--- config.mk ---
export PLATFORM = sky130hd
export DESIGN_NAME = rbe_periph_driver
export DESIGN_NICKNAME = d
export VERILOG_FILES = /design/src/rtl/rbe_periph_driver.sv
export SDC_FILE = /design/constraint.sdc
export NUM_CORES = 1
export LEC_CHECK = 0
export CAP_MARGIN = 0
export CORE_AREA = 2 2 251 253
export DETAILED_ROUTE_END_ITERATION = 6
export DIE_AREA = 0 0 253 255
export GPL_TIMING_DRIVEN = 0
export HOLD_SLACK_MARGIN = 0.12
export MAX_ROUTING_LAYER = met4
export PLACE_DENSITY_LB_ADDON = 0.05
export SKIP_CTS_REPAIR_TIMING = 1
export SYNTH_ARGS = -nofsm -noshare
export SYNTH_HDL_FRONTEND = slang
export SYNTH_SLANG_ARGS = --single-unit
--- constraint.sdc ---
create_clock -name clk_i -period 19.4 [get_ports clk_i]
set_input_delay 3.88 -clock clk_i [delete_from_list [all_inputs] [get_ports clk_i]]
set_output_delay 3.88 -clock clk_i [all_outputs]
set_load 0.03 [all_outputs]
--- src/rtl/rbe_periph_driver.sv ---
// Periph-port master that runs one RBE job per descriptor: ACQUIRE, job register writes, TRIGGER, wait for event.
// Optional watchdog with SOFT_CLEAR recovery: define RBE_PERIPH_DRIVER_WATCHDOG_EN.
module rbe_periph_driver #(
  parameter int unsigned          ID_WIDTH   = 8,
  parameter int unsigned          N_JOB_REGS = 16,
  parameter logic [31:0]          BASE_ADDR  = 32'h0,
  parameter int unsigned          RETRY_WAIT = 4,
  parameter int unsigned          TIMEOUT    = 65535,
  parameter logic [ID_WIDTH-1:0]  MY_ID      = '0
) (
  input  logic                     clk_i,
  input  logic                     rst_i,
  input  logic                     job_valid_i,
  output logic                     job_ready_o,
  input  logic [N_JOB_REGS*32-1:0] job_regs_i,
  output logic                     periph_req_o,
  input  logic                     periph_gnt_i,
  output logic [31:0]              periph_add_o,
  output logic                     periph_wen_o,
  output logic [3:0]               periph_be_o,
  output logic [31:0]              periph_data_o,
  output logic [ID_WIDTH-1:0]      periph_id_o,
  input  logic                     periph_r_valid_i,
  input  logic [31:0]              periph_r_data_i,
  input  logic [ID_WIDTH-1:0]      periph_r_id_i,
  input  logic                     evt_i,
  output logic                     busy_o,
  output logic                     done_o,
  output logic [7:0]               job_id_o,
  output logic                     error_o
);

  localparam int unsigned IDX_W = $clog2(N_JOB_REGS) + 1;
  localparam logic [IDX_W-1:0] LAST_IDX = IDX_W'(N_JOB_REGS - 1);
  localparam logic [31:0] OFS_TRIGGER    = 32'h00;
  localparam logic [31:0] OFS_ACQUIRE    = 32'h04;
  localparam logic [31:0] OFS_SOFT_CLEAR = 32'h14;
  localparam logic [31:0] OFS_JOB        = 32'h40;

  typedef enum logic [3:0] {
    IDLE, ACQ_REQ, ACQ_WAIT, ACQ_BACKOFF, WR_REGS, TRIG, WAIT_EVT, DONE
`ifdef RBE_PERIPH_DRIVER_WATCHDOG_EN
    , CLR
`endif
  } state_t;

  state_t                   state, state_nxt;
  logic [IDX_W-1:0]         idx;
  logic [31:0]              bo_cnt;
  logic [N_JOB_REGS*32-1:0] regs_q;
  logic [7:0]               job_id_q;

  // Response ID and the unused read-data bits carry nothing this master needs.
  logic unused_in;
  assign unused_in = ^{periph_r_id_i, periph_r_data_i[30:8]};

  assign periph_be_o = 4'hF;
  assign periph_id_o = MY_ID;
  assign job_ready_o = (state == IDLE) && !rst_i;
  assign busy_o      = (state != IDLE);
  assign done_o      = (state == DONE);
  assign job_id_o    = job_id_q;

`ifdef RBE_PERIPH_DRIVER_WATCHDOG_EN
  logic [31:0] wd_cnt;
  logic        err_q;
  assign error_o = err_q;
`else
  localparam int unsigned UNUSED_TIMEOUT = TIMEOUT;
  assign error_o = 1'b0;
`endif

  // Outputs below depend only on state/idx/regs, so they hold while a request is stalled.
  always_comb begin
    state_nxt     = state;
    periph_req_o  = 1'b0;
    periph_add_o  = '0;
    periph_wen_o  = 1'b0;
    periph_data_o = '0;
    case (state)
      IDLE:        if (job_valid_i) state_nxt = ACQ_REQ;
      ACQ_REQ: begin
        periph_req_o = 1'b1;
        periph_add_o = BASE_ADDR + OFS_ACQUIRE;
        periph_wen_o = 1'b1;
        if (periph_gnt_i) state_nxt = ACQ_WAIT;
      end
      ACQ_WAIT:    if (periph_r_valid_i) state_nxt = periph_r_data_i[31] ? ACQ_BACKOFF : WR_REGS;
      ACQ_BACKOFF: if (bo_cnt + 32'd1 >= RETRY_WAIT) state_nxt = ACQ_REQ;
      WR_REGS: begin
        periph_req_o  = 1'b1;
        periph_add_o  = BASE_ADDR + OFS_JOB + 32'({idx, 2'b00});
        periph_data_o = regs_q[{idx[IDX_W-2:0], 5'b0} +: 32];
        if (periph_gnt_i && idx == LAST_IDX) state_nxt = TRIG;
      end
      TRIG: begin
        periph_req_o = 1'b1;
        periph_add_o = BASE_ADDR + OFS_TRIGGER;
        if (periph_gnt_i) state_nxt = WAIT_EVT;
      end
      WAIT_EVT: begin
        if (evt_i) state_nxt = DONE;
`ifdef RBE_PERIPH_DRIVER_WATCHDOG_EN
        else if (wd_cnt + 32'd1 == TIMEOUT) state_nxt = CLR;
`endif
      end
      DONE:        state_nxt = IDLE;
`ifdef RBE_PERIPH_DRIVER_WATCHDOG_EN
      CLR: begin
        periph_req_o = 1'b1;
        periph_add_o = BASE_ADDR + OFS_SOFT_CLEAR;
        if (periph_gnt_i) state_nxt = DONE;
      end
`endif
      default:     state_nxt = IDLE;
    endcase
  end

  always_ff @(posedge clk_i or posedge rst_i) begin
    if (rst_i) begin
      state    <= IDLE;
      idx      <= '0;
      bo_cnt   <= '0;
      regs_q   <= '0;
      job_id_q <= '0;
    end else begin
      state  <= state_nxt;
      bo_cnt <= (state == ACQ_BACKOFF) ? bo_cnt + 32'd1 : 32'd0;
      if (state == IDLE && job_valid_i) regs_q <= job_regs_i;
      if (state == ACQ_WAIT && periph_r_valid_i && !periph_r_data_i[31]) begin
        job_id_q <= periph_r_data_i[7:0];
        idx      <= '0;
      end
      if (state == WR_REGS && periph_gnt_i) idx <= idx + 1'b1;
    end
  end

`ifdef RBE_PERIPH_DRIVER_WATCHDOG_EN
  // wd_cnt is the number of cycles since the trigger write was accepted.
  always_ff @(posedge clk_i or posedge rst_i) begin
    if (rst_i) begin
      wd_cnt <= '0;
      err_q  <= 1'b0;
    end else begin
      if ((state == TRIG && periph_gnt_i) || state == WAIT_EVT) wd_cnt <= wd_cnt + 32'd1;
      else wd_cnt <= '0;
      if (state == IDLE && job_valid_i) err_q <= 1'b0;
      else if (state == CLR && periph_gnt_i) err_q <= 1'b1;
    end
  end
`endif

endmodule

# Yosys cells after proc, flatten, opt, wreduce, memory -nomap -nowiden
# Cells that the tools add are included.
# Widths: inputs -> output; s select.
[totals]
elab_cells = 54
inputBits = 558
register_bits = 561
[classes]
n_eq_ne = 15
n_mux = 16
n_addsub = 3
n_shift = 1
reduce_logical = 13
order_cmp = 1
[op_table]
columns = ["operator", "n"]
rows = [
  ["$shiftx 512x10->32", 1],
  ["$mux 32", 2],
  ["$add 32x1->32 const B", 1],
  ["$ge 32x3->1 const B", 1],
  ["$mux 4", 7],
  ["$pmux 4 s7", 1],
  ["$eq 4x3->1 const B", 4],
  ["$pmux 8 s2", 1],
  ["$ne 2x2->1 const B", 7],
  ["$mux 5", 2],
  ["$add 7x7->8 const A", 1],
  ["$eq 4x2->1 const B", 2],
  ["$reduce_and 7->1", 1],
  ["$logic_and 1x1->1", 6],
  ["$add 5x1->5 const B", 1],
  ["$eq 5x4->1 const B", 1],
  ["$eq 4x1->1 const B", 1],
  ["$logic_not 4->1", 1],
  ["$reduce_bool 4->1", 1],
  ["$mux 3", 1],
  ["$reduce_or 3->1", 1],
  ["$logic_not 1->1", 2],
  ["$mux 1", 2],
  ["$reduce_bool 2->1", 1],
]

# Longest topological paths before layout
# Gate-level depths: netlist (run 1).
[logic_depth]
depth_word = 5
depth_mapped = 10

# Worst setup path after synthesis (run 1)
# Ideal clock, no wire load.
[synth_timing]
path_type = "input-to-output"
start = "input rst_i"
end = "output job_ready_o"
setup_slack_ns = 11.227
required_ns = 15.520
path_stages = 1
path_buffers = 0
arrival_time_ns = 4.293
cell_sequence = "nor2_1"
[synth_between]
elab_chain_len = 2
[synth_rtl]
columns = ["item", "line_no", "rtl"]
rows = [
  ["start, declared", "12", "input logic rst_i,"],
  ["$logic_not 1->1 (no line)", "-", ""],
  ["$logic_and 1x1->1", "59", "assign job_ready_o = (state == IDLE) && !rst_i;"],
  ["end, declared", "14", "output logic job_ready_o,"],
]
# No other way between the ends.

# Final worst setup path (run 1)
# Same ends and word-level chain as after synthesis.

==> impl_results.md, run 1 <==
* Status: finished clean
* Wire per inst at 27.1 µm
* Setup WS pre-CTS at 10.34 ns
* # port buffers at 577
* DR iter-0 viols at 1010
* Critical Path, Cell by Cell: clkdlybuf4s50_1 -> nor2_1 -> clkdlybuf4s50_1
* Final net count at 2930
* Area post-placement at 33200 µm²
* Post-synthesis area per instance at 15.5 µm²
* Fmax at 110 MHz
* Main synth FF type: dfrtp_1
* Relative slew slack at 13.2%
* IO Count at 648
* # rows at 92
* Sw Ratio at 31.3%
* CTS tree: done
* Root Buffer Master: clkbuf_16
* Worst Path Max Fanout at 2
* Starting density of the core at 41.8%
* Most common cell after layout, fill and taps aside: clkdlybuf4s50_1
* Initial antenna violation count at 44
* Clock buffer depth at 3
* Synth Instances at 1676
* Mux share of post-synthesis cell area at 36.6%
* GRT Residual Overflow at 0
* Total die area at 64500 µm²
* Gr usage total at 28.1%
* Worst skew pair latency at 0.63 ns
* Critical Path RT at 15.52 ns
* Placed cell count at 3105
* CTS sink count at 560
* H-Tree Depth at 2
* Gpl congestion at 0.858
* CTS clock-pin slew for the worst setup and hold paths at 0.05 ns
* Net Switching at 1.69 mW
* Synth Area in XOR/XNOR at 0.810%
* Critical Path AT at 5.17 ns
* Drt total wl at 88500 µm
* FF+latch area at 14000 µm²
* Post-synth ARST share at 100%
* Hold Fails Final Rpt at 0
* CP startpoint: rst_i
* Post-Synth Simple-Gate Area at 3.99%
* Mapped Area at 26000 µm²
* Main area contributors after synthesis: dfrtp_1 54%, mux2_2 23%, mux4_2 14%, clkbuf_1 1.4%, buf_4 1.1%
* R2R Path Start: state[0]$_DFFE_PP0P_
* RSZ-0062 raised after global routing: no
* Synth-to-layout area growth at 36.6%
* Cts bufs inserted at 61
* Seq/Total Area, Yosys at 54.0%
* Max VDD drop at 0.0000789 V
* Most used cell, CP: clkdlybuf4s50_1
* Max-cap violations at 0
* Worst Setup Slack, final at 10.35 ns
* Synth unique cells at 58
* Seq pwr share at 37.6%
* Fraction of the mapped netlist area in compound gates at 1.46%
* Largest area contributor in the netlist: dfrtp_1
* Clk pwr share at 22.7%
* Worst Hold Class: flip-flop to flip-flop
* Hold WS at 0.497 ns
* Drt first pass iters at 6
* PD cells at 152 nW/µm²
* Share of cells above drive strength 1 at 35.4%
* Post-synth EDFFs at 0
* Fin util at 57.1%
* Core Footprint at 62200 µm²
* Dpl hpwl at 68200 µm
* Vias/cell at 5.35
* Vias in the first global route at 18500
* Largest family of logic cells by synthesized area: multiplexers
* Slowest stage cell, crit path: clkdlybuf4s50_1
* Synth top area share at 54.0%
* Worst Max-Slew Pin Slew at 1.30 ns
* First-pass GRT wire length at 126000 µm
* Final setup fails at 0
* DRT antenna net count at 0
* Worst Skew at 0.0202 ns
* Post-Layout Cell Count at 3267
* Critical path class: input pin to output port
* Via count at 17500
* Combinational share of power at 39.7%
* Largest net degree at the start of global routing at 44
* Tcrit/Tclk final at 46.7%
* Startpoint Class: input pin
* Min Clock Period, post-route at 9.05 ns
* Sum of negative setup slack at 0 ns
* Chip height at 255 µm
* Die Span X at 253 µm
* Yosys warns at 0
* Worst setup EP type: output port
* Leakage Power at 14.1 nW
* Area of the multi-input gates at 11300 µm²
* DRC viols at 0
* Post-Synth Adder-Cell Area at 0.145%
* Slew Viols, Final at 0
* Worst path max stage delay at 0.68 ns
* Commonest cells after routing, fill and taps aside: 577 x clkdlybuf4s50_1, 560 x dfrtp_1, 523 x mux2_2, 160 x mux4_2, 110 x clkbuf_1
* Filler cell count at 5092
* Yosys reg bits at 560
* HP Start: regs_q[181]$_DFFE_PP0P_
* Final instance area at 35500 µm²
* Int Power at 3.71 mW
* Total power draw at 5.40 mW
## cell usage after synthesis (all sizes together), types with 10 or more instances
cell type	number
clkbuf	99
xnor2	10
nor2	45
and3	10
mux2	523
xor2	14
buf	60
dfrtp	560
nand4	14
mux4	160
o21ai	12
nand2	17
a21oi	10
nand3	22
and2	37
## critical path, delay by kind of cell
family / cells / cell delay [ns]
buffers and inverters: 2 / 1.17
AND/OR/NAND/NOR: 1 / 0.13
## final cells by class
cell class	count	share of cell area, %
Multi-Input combinational cell	988	31.9
Inverter	6	0.0741
Clock inverter	17	0.533
Tap cell	799	2.82
Timing Repair Buffer	593	17.2
Buffer	159	2.13
Antenna cell	46	0.325
Sequential cell	560	39.5
Clock buffer	99	5.50
## path summary, 6_finish.rpt
kind / slack [ns] / cells after the start / end
max in group asynchronous: 14.16 / 7 / regs_q[431]$_DFFE_PP0P_
max: 10.35 / 3 / job_ready_o
min: 0.50 / 1 / regs_q[181]$_DFFE_PP0P_
min in group asynchronous: 3.69 / 2 / job_id_o[5]$_DFFE_PP0P_
max reg2reg: 15.56 / 5 / regs_q[223]$_DFFE_PP0P_
min reg2reg: 0.50 / 1 / regs_q[181]$_DFFE_PP0P_
## state kept, by name, summed over array words and instances (netlist names)
| name | count |
|---|---|
| state | 3 |
| job_id_o | 8 |
| regs_q | 512 |
| bo_cnt | 32 |
| idx | 5 |
## metal layers
metal  wire [µm]  vias to the layer above  track usage (%)
met2       43200                      565             44.6
met3        6280                      131             7.34
met5           0                        -                -
met1       36500                     9145             35.1
met4        2520                        0             9.72
li1            -                     7653                -
## logic make-up after synthesis
group | count (synthesis)
multiplexers | 684
flip-flops | 560
AND/OR/NAND/NOR | 186
buffers and inverters | 165
AO/OA/AOI/OAI | 52
XOR/XNOR | 24
adder cells (fa/ha/maj) | 3
other | 2
## power by group through the flow
stage | clock network [mW] | logic [mW] | registers (mW)
after floorplan | 0 | 1.51 | 1.95
after global placement | 0 | 2.12 | 2.03
after detailed placement | 0 | 2.17 | 2.05
after CTS | 1.25 | 2.17 | 2.03
after global routing | 1.30 | 2.28 | 2.09
final | 1.23 | 2.15 | 2.03
No activity file was read; power rests on OpenSTA's default activity.
==> inputs of run 2 (changes only) <==
Settings changed: CORE_AREA 2 2 251 253 to 2 2 253 255, DIE_AREA 0 0 253 255 to 0 0 255 257.
Clock period 19.4 ns to 8.9 ns, I/O delays scaled along.
==> run 2 against run 1 <==
  * First-iteration DRC count decreased by 2.9%
  * Clock skew rose by 0.00084 ns
  * Register-to-register slack got worse by 11 ns
  * Flip-flop and latch count stayed put
  * Design area grew 0.21%
  * Critical endpoint is now periph_data_o[27]
  * Largest power group unchanged
==> impl_results.md, run 2 (synthesis results as in run 1) <==
* Max FFs per register at 512
* Share of cells above drive strength 1 at 35.5%
* Status: finished clean
* CTS clock-pin slew for the worst setup and hold paths at 0.06 ns
* Largest net degree at the start of global routing at 43
* Vias/cell at 5.27
* Gpl congestion at 0.874
* Worst Skew at 0.0210 ns
* Startpoint Class: flip-flop
* Wire per inst at 27.0 µm
* Slowest stage cell, crit path: buf_1
* Final instance area at 35500 µm²
* Worst Hold Class: flip-flop to flip-flop
* Hold WS at 0.500 ns
* Initial antenna violation count at 49
* Via count at 17500
* Clock buffer depth at 3
* Critical Path RT at 7.12 ns
* Relative slew slack at 10.9%
* Critical path depth in cells at 7
* Tcrit/Tclk final at 76.8%
* IO Count at 648
* Area post-placement at 33300 µm²
* Final setup fails at 0
* Largest delay share family, worst path: buffers and inverters
* H-Tree Depth at 2
* R2r worst-path depth at 5
* Most flop-heavy register: regs_q
* Core Footprint at 62700 µm²
* Critical path class: flip-flop to output port
* Worst setup EP type: output port
* PD cells at 333 nW/µm²
* Max VDD drop at 0.000191 V
* Hold Fails Final Rpt at 0
* RSZ-0062 raised after global routing: no
* CTS sink count at 560
* Slew Viols, Final at 0
* Vias in the first global route at 19000
* DR iter-0 viols at 981
* Total power draw at 11.8 mW
* Critical Path AT at 5.05 ns
* DRT antenna net count at 0
* CTS tree: done
* Dpl hpwl at 68900 µm
* Die Span X at 255 µm
* # port buffers at 577
* First-pass GRT wire length at 129000 µm
* GRT Residual Overflow at 0
* Total die area at 65500 µm²
* CP Buf/Inv Count at 4
* Root Buffer Master: clkbuf_16
* DRC viols at 0
* Final net count at 2931
* Worst path max stage delay at 1.04 ns
* Hold Path Depth at 1
* Most common cell after layout, fill and taps aside: clkdlybuf4s50_1
* Commonest cells after routing, fill and taps aside: 577 x clkdlybuf4s50_1, 560 x dfrtp_1, 523 x mux2_2, 160 x mux4_2, 105 x clkbuf_1
* Drt first pass iters at 5
* Leakage Power at 14.1 nW
* Cts bufs inserted at 61
* Fmax at 146 MHz
* Worst Path Max Fanout at 10
* Drt total wl at 89400 µm
* Critical Path, Cell by Cell: clkbuf_1 -> clkbuf_1 -> buf_1 -> mux4_2 -> mux4_2 -> and2_1 -> clkdlybuf4s50_1
* Min Clock Period, post-route at 6.83 ns
* Worst Max-Slew Pin Slew at 1.34 ns
* Synth-to-layout area growth at 36.9%
* Chip height at 257 µm
* Gr usage total at 28.1%
* Max-cap violations at 0
* # rows at 92
* Starting density of the core at 41.4%
* Worst skew pair latency at 0.63 ns
==> run 2: changes by cell type in the layout (fill, tap and decap cells not counted) <==
cell	before	now
clkbuf_2	1	0
clkbuf_1	110	105
diode_2	46	48
buf_16	1	0
buf_12	15	16
clkbuf_8	24	8
bufinv_16	4	10
clkinvlp_4	1	4
clkinv_2	12	21
buf_8	0	1
==> run 2: where the power goes <==
part	internal, mW	switching (mW)
clock	1.64	1.08
combinational	2.71	2.00
sequential	3.79	0.627
==> run 2: path summary, 6_finish.rpt <==
| kind | from | to | slack (ns) |
|---|---|---|---|
| hold / removal | regs_q[449]$_DFFE_PP0P_ | regs_q[449]$_DFFE_PP0P_ | 0.50 |
| min in group asynchronous | rst_i | regs_q[254]$_DFFE_PP0P_ | 1.63 |
| hold reg to reg | regs_q[449]$_DFFE_PP0P_ | regs_q[449]$_DFFE_PP0P_ | 0.50 |
| setup reg to reg | state[1]$_DFFE_PP0P_ | regs_q[193]$_DFFE_PP0P_ | 4.96 |
| setup / recovery | idx[0]$_DFFE_PP0P_ | periph_data_o[27] | 2.07 |
| max in group asynchronous | rst_i | regs_q[305]$_DFFE_PP0P_ | 5.71 |
==> run 2: area by class of cell <==
cell class	instances	area, µm²
fill	5128	27200
sequential	560	14000
multi-input combinational	988	11300
timing repair buffer	594	6110
clock buffer	77	1710
tap	846	1060
buffer	159	756
clock inverter	35	437
antenna	48	120
inverter	6	26.3
==> run 2: stage by stage <==
step | setup TNS [ns] | utilization (%) | instances | setup slack (ns)
2_1_floorplan | -282.09 | - | 1713 | -0.504
3_3_place_gp | -2389.73 | 52.5 | 3136 | -4.36
3_5_place_dp | 0 | 53.0 | 3152 | 2.62
4_1_cts | 0 | 56.4 | 3264 | 1.94
5_1_grt | 0 | 56.6 | 3310 | 1.80
6_report | 0 | 56.7 | 3313 | 2.07
==> run 2: routing by layer <==
metal  GRT usage [%]  part of all wire [%]
met3            6.66                   6.8
met2            45.2                    50
met4            9.93                   2.8
met5               -                     0
met1            34.8                    40
==> inputs of run 3 (changes only) <==
Clock period 8.9 ns to 6.5 ns, I/O delays scaled along.
==> run 3 against run 2 <==
  * Die area unchanged
  * First-iteration DRC count decreased by 0.82%
  * Count of clock-buffer cells in the layout unchanged
  * Combinational power increased by 37%
  * Total power increased by 37%
==> impl_results.md, run 3 (synthesis results as in run 1) <==
* Worst Hold Class: flip-flop to flip-flop
* CTS sink count at 560
* Sum of negative setup slack at 0 ns
* R2R Path Start: state[0]$_DFFE_PP0P_
* Commonest cells after routing, fill and taps aside: 577 x clkdlybuf4s50_1, 560 x dfrtp_1, 523 x mux2_2, 160 x mux4_2, 105 x clkbuf_1
* Final net count at 2931
* PD cells at 456 nW/µm²
* Max FFs per register at 512
* IO Count at 648
* DR iter-0 viols at 973
* Share of cells above drive strength 1 at 35.7%
* Root Buffer Master: clkbuf_16
* Dpl hpwl at 68900 µm
* Worst setup EP type: output port
* Gr usage total at 28.1%
* CP startpoint: idx[0]$_DFFE_PP0P_
* Gpl congestion at 0.874
* Fmax at 160 MHz
* Synth-to-layout area growth at 36.9%
* GRT Residual Overflow at 0
* H-Tree Depth at 2
* Relative slew slack at 14.3%
* HP Start: regs_q[504]$_DFFE_PP0P_
* Critical Path AT at 4.95 ns
* Drt first pass iters at 5
* Final instance area at 35600 µm²
* CTS tree: done
* RSZ-0062 raised after global routing: no
* Die Span X at 255 µm
* Critical Path, Cell by Cell: clkbuf_1 -> clkbuf_1 -> clkdlybuf4s15_1 -> mux4_2 -> mux4_2 -> and2_1 -> clkdlybuf4s50_1
* Area post-placement at 33300 µm²
* Final setup fails at 0
* Worst skew pair latency at 0.63 ns
* Drt total wl at 89400 µm
* Via count at 17500
* DRC viols at 0
* # port buffers at 577
* Vias in the first global route at 19000
* CP Buf/Inv Count at 4
* Wire per inst at 27.0 µm
* Slowest stage cell, crit path: clkdlybuf4s15_1
* Cts bufs inserted at 61
* Setup WS pre-CTS at 0.697 ns
* Worst Skew at 0.0210 ns
* Leakage Power at 14.1 nW
* Critical Path RT at 5.20 ns
* FF+latch area at 14000 µm²
* Worst Max-Slew Pin Slew at 1.29 ns
* Most flop-heavy register: regs_q
* Tcrit/Tclk final at 96.1%
* Worst Setup Slack, final at 0.254 ns
* Largest delay share family, worst path: buffers and inverters
* Slew Viols, Final at 0
* Max VDD drop at 0.000261 V
* DRT antenna net count at 0
* Filler cell count at 5124
* Chip height at 257 µm
* Total die area at 65500 µm²
* Max-cap violations at 0
* CTS clock-pin slew for the worst setup and hold paths at 0.06 ns
* Initial antenna violation count at 49
* Largest net degree at the start of global routing at 43
* Core Footprint at 62700 µm²
* Worst Path Max Fanout at 10
* Worst path max stage delay at 0.87 ns
* Clock buffer depth at 3
* Hold Fails Final Rpt at 0
* Startpoint Class: flip-flop
* Min Clock Period, post-route at 6.25 ns
* First-pass GRT wire length at 129000 µm
* Critical path class: flip-flop to output port
* # rows at 92
* Most common cell after layout, fill and taps aside: clkdlybuf4s50_1
* Area of the multi-input gates at 11300 µm²
* Starting density of the core at 41.4%
* Vias/cell at 5.28
* Status: finished clean
* Hold WS at 0.503 ns
run 3: stage by stage:
stage	cells	power [mW]	util (%)
2_1_floorplan	1713	10.3	-
3_3_place_gp	3136	12.4	52.5
3_5_place_dp	3152	12.6	53.0
4_1_cts	3264	16.4	56.4
5_1_grt	3310	17.1	56.7
6_report	3313	16.2	56.7
run 3: worst register-to-register path: cells and delay by family (launching register included):
| kind | cells | cell delay, ns |
|---|---|---|
| buffers and inverters | 2 | 1.69 |
| AND/OR/NAND/NOR | 2 | 1.28 |
| multiplexers | 1 | 0.44 |
| flip-flops | 1 | 0.40 |
run 3: metal layers:
metal / routed length (µm) / vias to the layer above / track usage (%)
li1: - / 7637 / -
met4: 2540 / 0 / 9.93
met3: 6060 / 133 / 6.66
met5: 0 / - / -
met1: 36000 / 9141 / 34.8
met2: 44900 / 571 / 45.2
run 3: worst paths after layout:
path / to / cells after the start / slack [ns]
min in group asynchronous: regs_q[254]$_DFFE_PP0P_ / 2 / 1.15
max in group asynchronous: regs_q[305]$_DFFE_PP0P_ / 7 / 3.79
max reg2reg: regs_q[193]$_DFFE_PP0P_ / 5 / 2.57
min reg2reg: regs_q[504]$_DFFE_PP0P_ / 1 / 0.50
max: periph_data_o[14] / 7 / 0.25
min: regs_q[504]$_DFFE_PP0P_ / 1 / 0.50
run 3: layout make-up:
class / count / area share [%]
Inverter: 6 / 0.0739
Multi-Input combinational cell: 988 / 31.8
Buffer: 159 / 2.16
Sequential cell: 560 / 39.4
Clock buffer: 77 / 4.81
Tap cell: 846 / 2.98
Antenna cell: 48 / 0.338
Timing Repair Buffer: 594 / 17.2
Clock inverter: 35 / 1.23
run 3: report_power, final:
group / switching [mW] / leakage, nW / internal, mW / total (mW)
sequential: 0.858 / 6.72 / 5.18 / 6.04
clock: 1.47 / 1.07 / 2.25 / 3.72
combinational: 2.74 / 6.33 / 3.72 / 6.45
total: 5.06 / 14.1 / 11.1 / 16.2
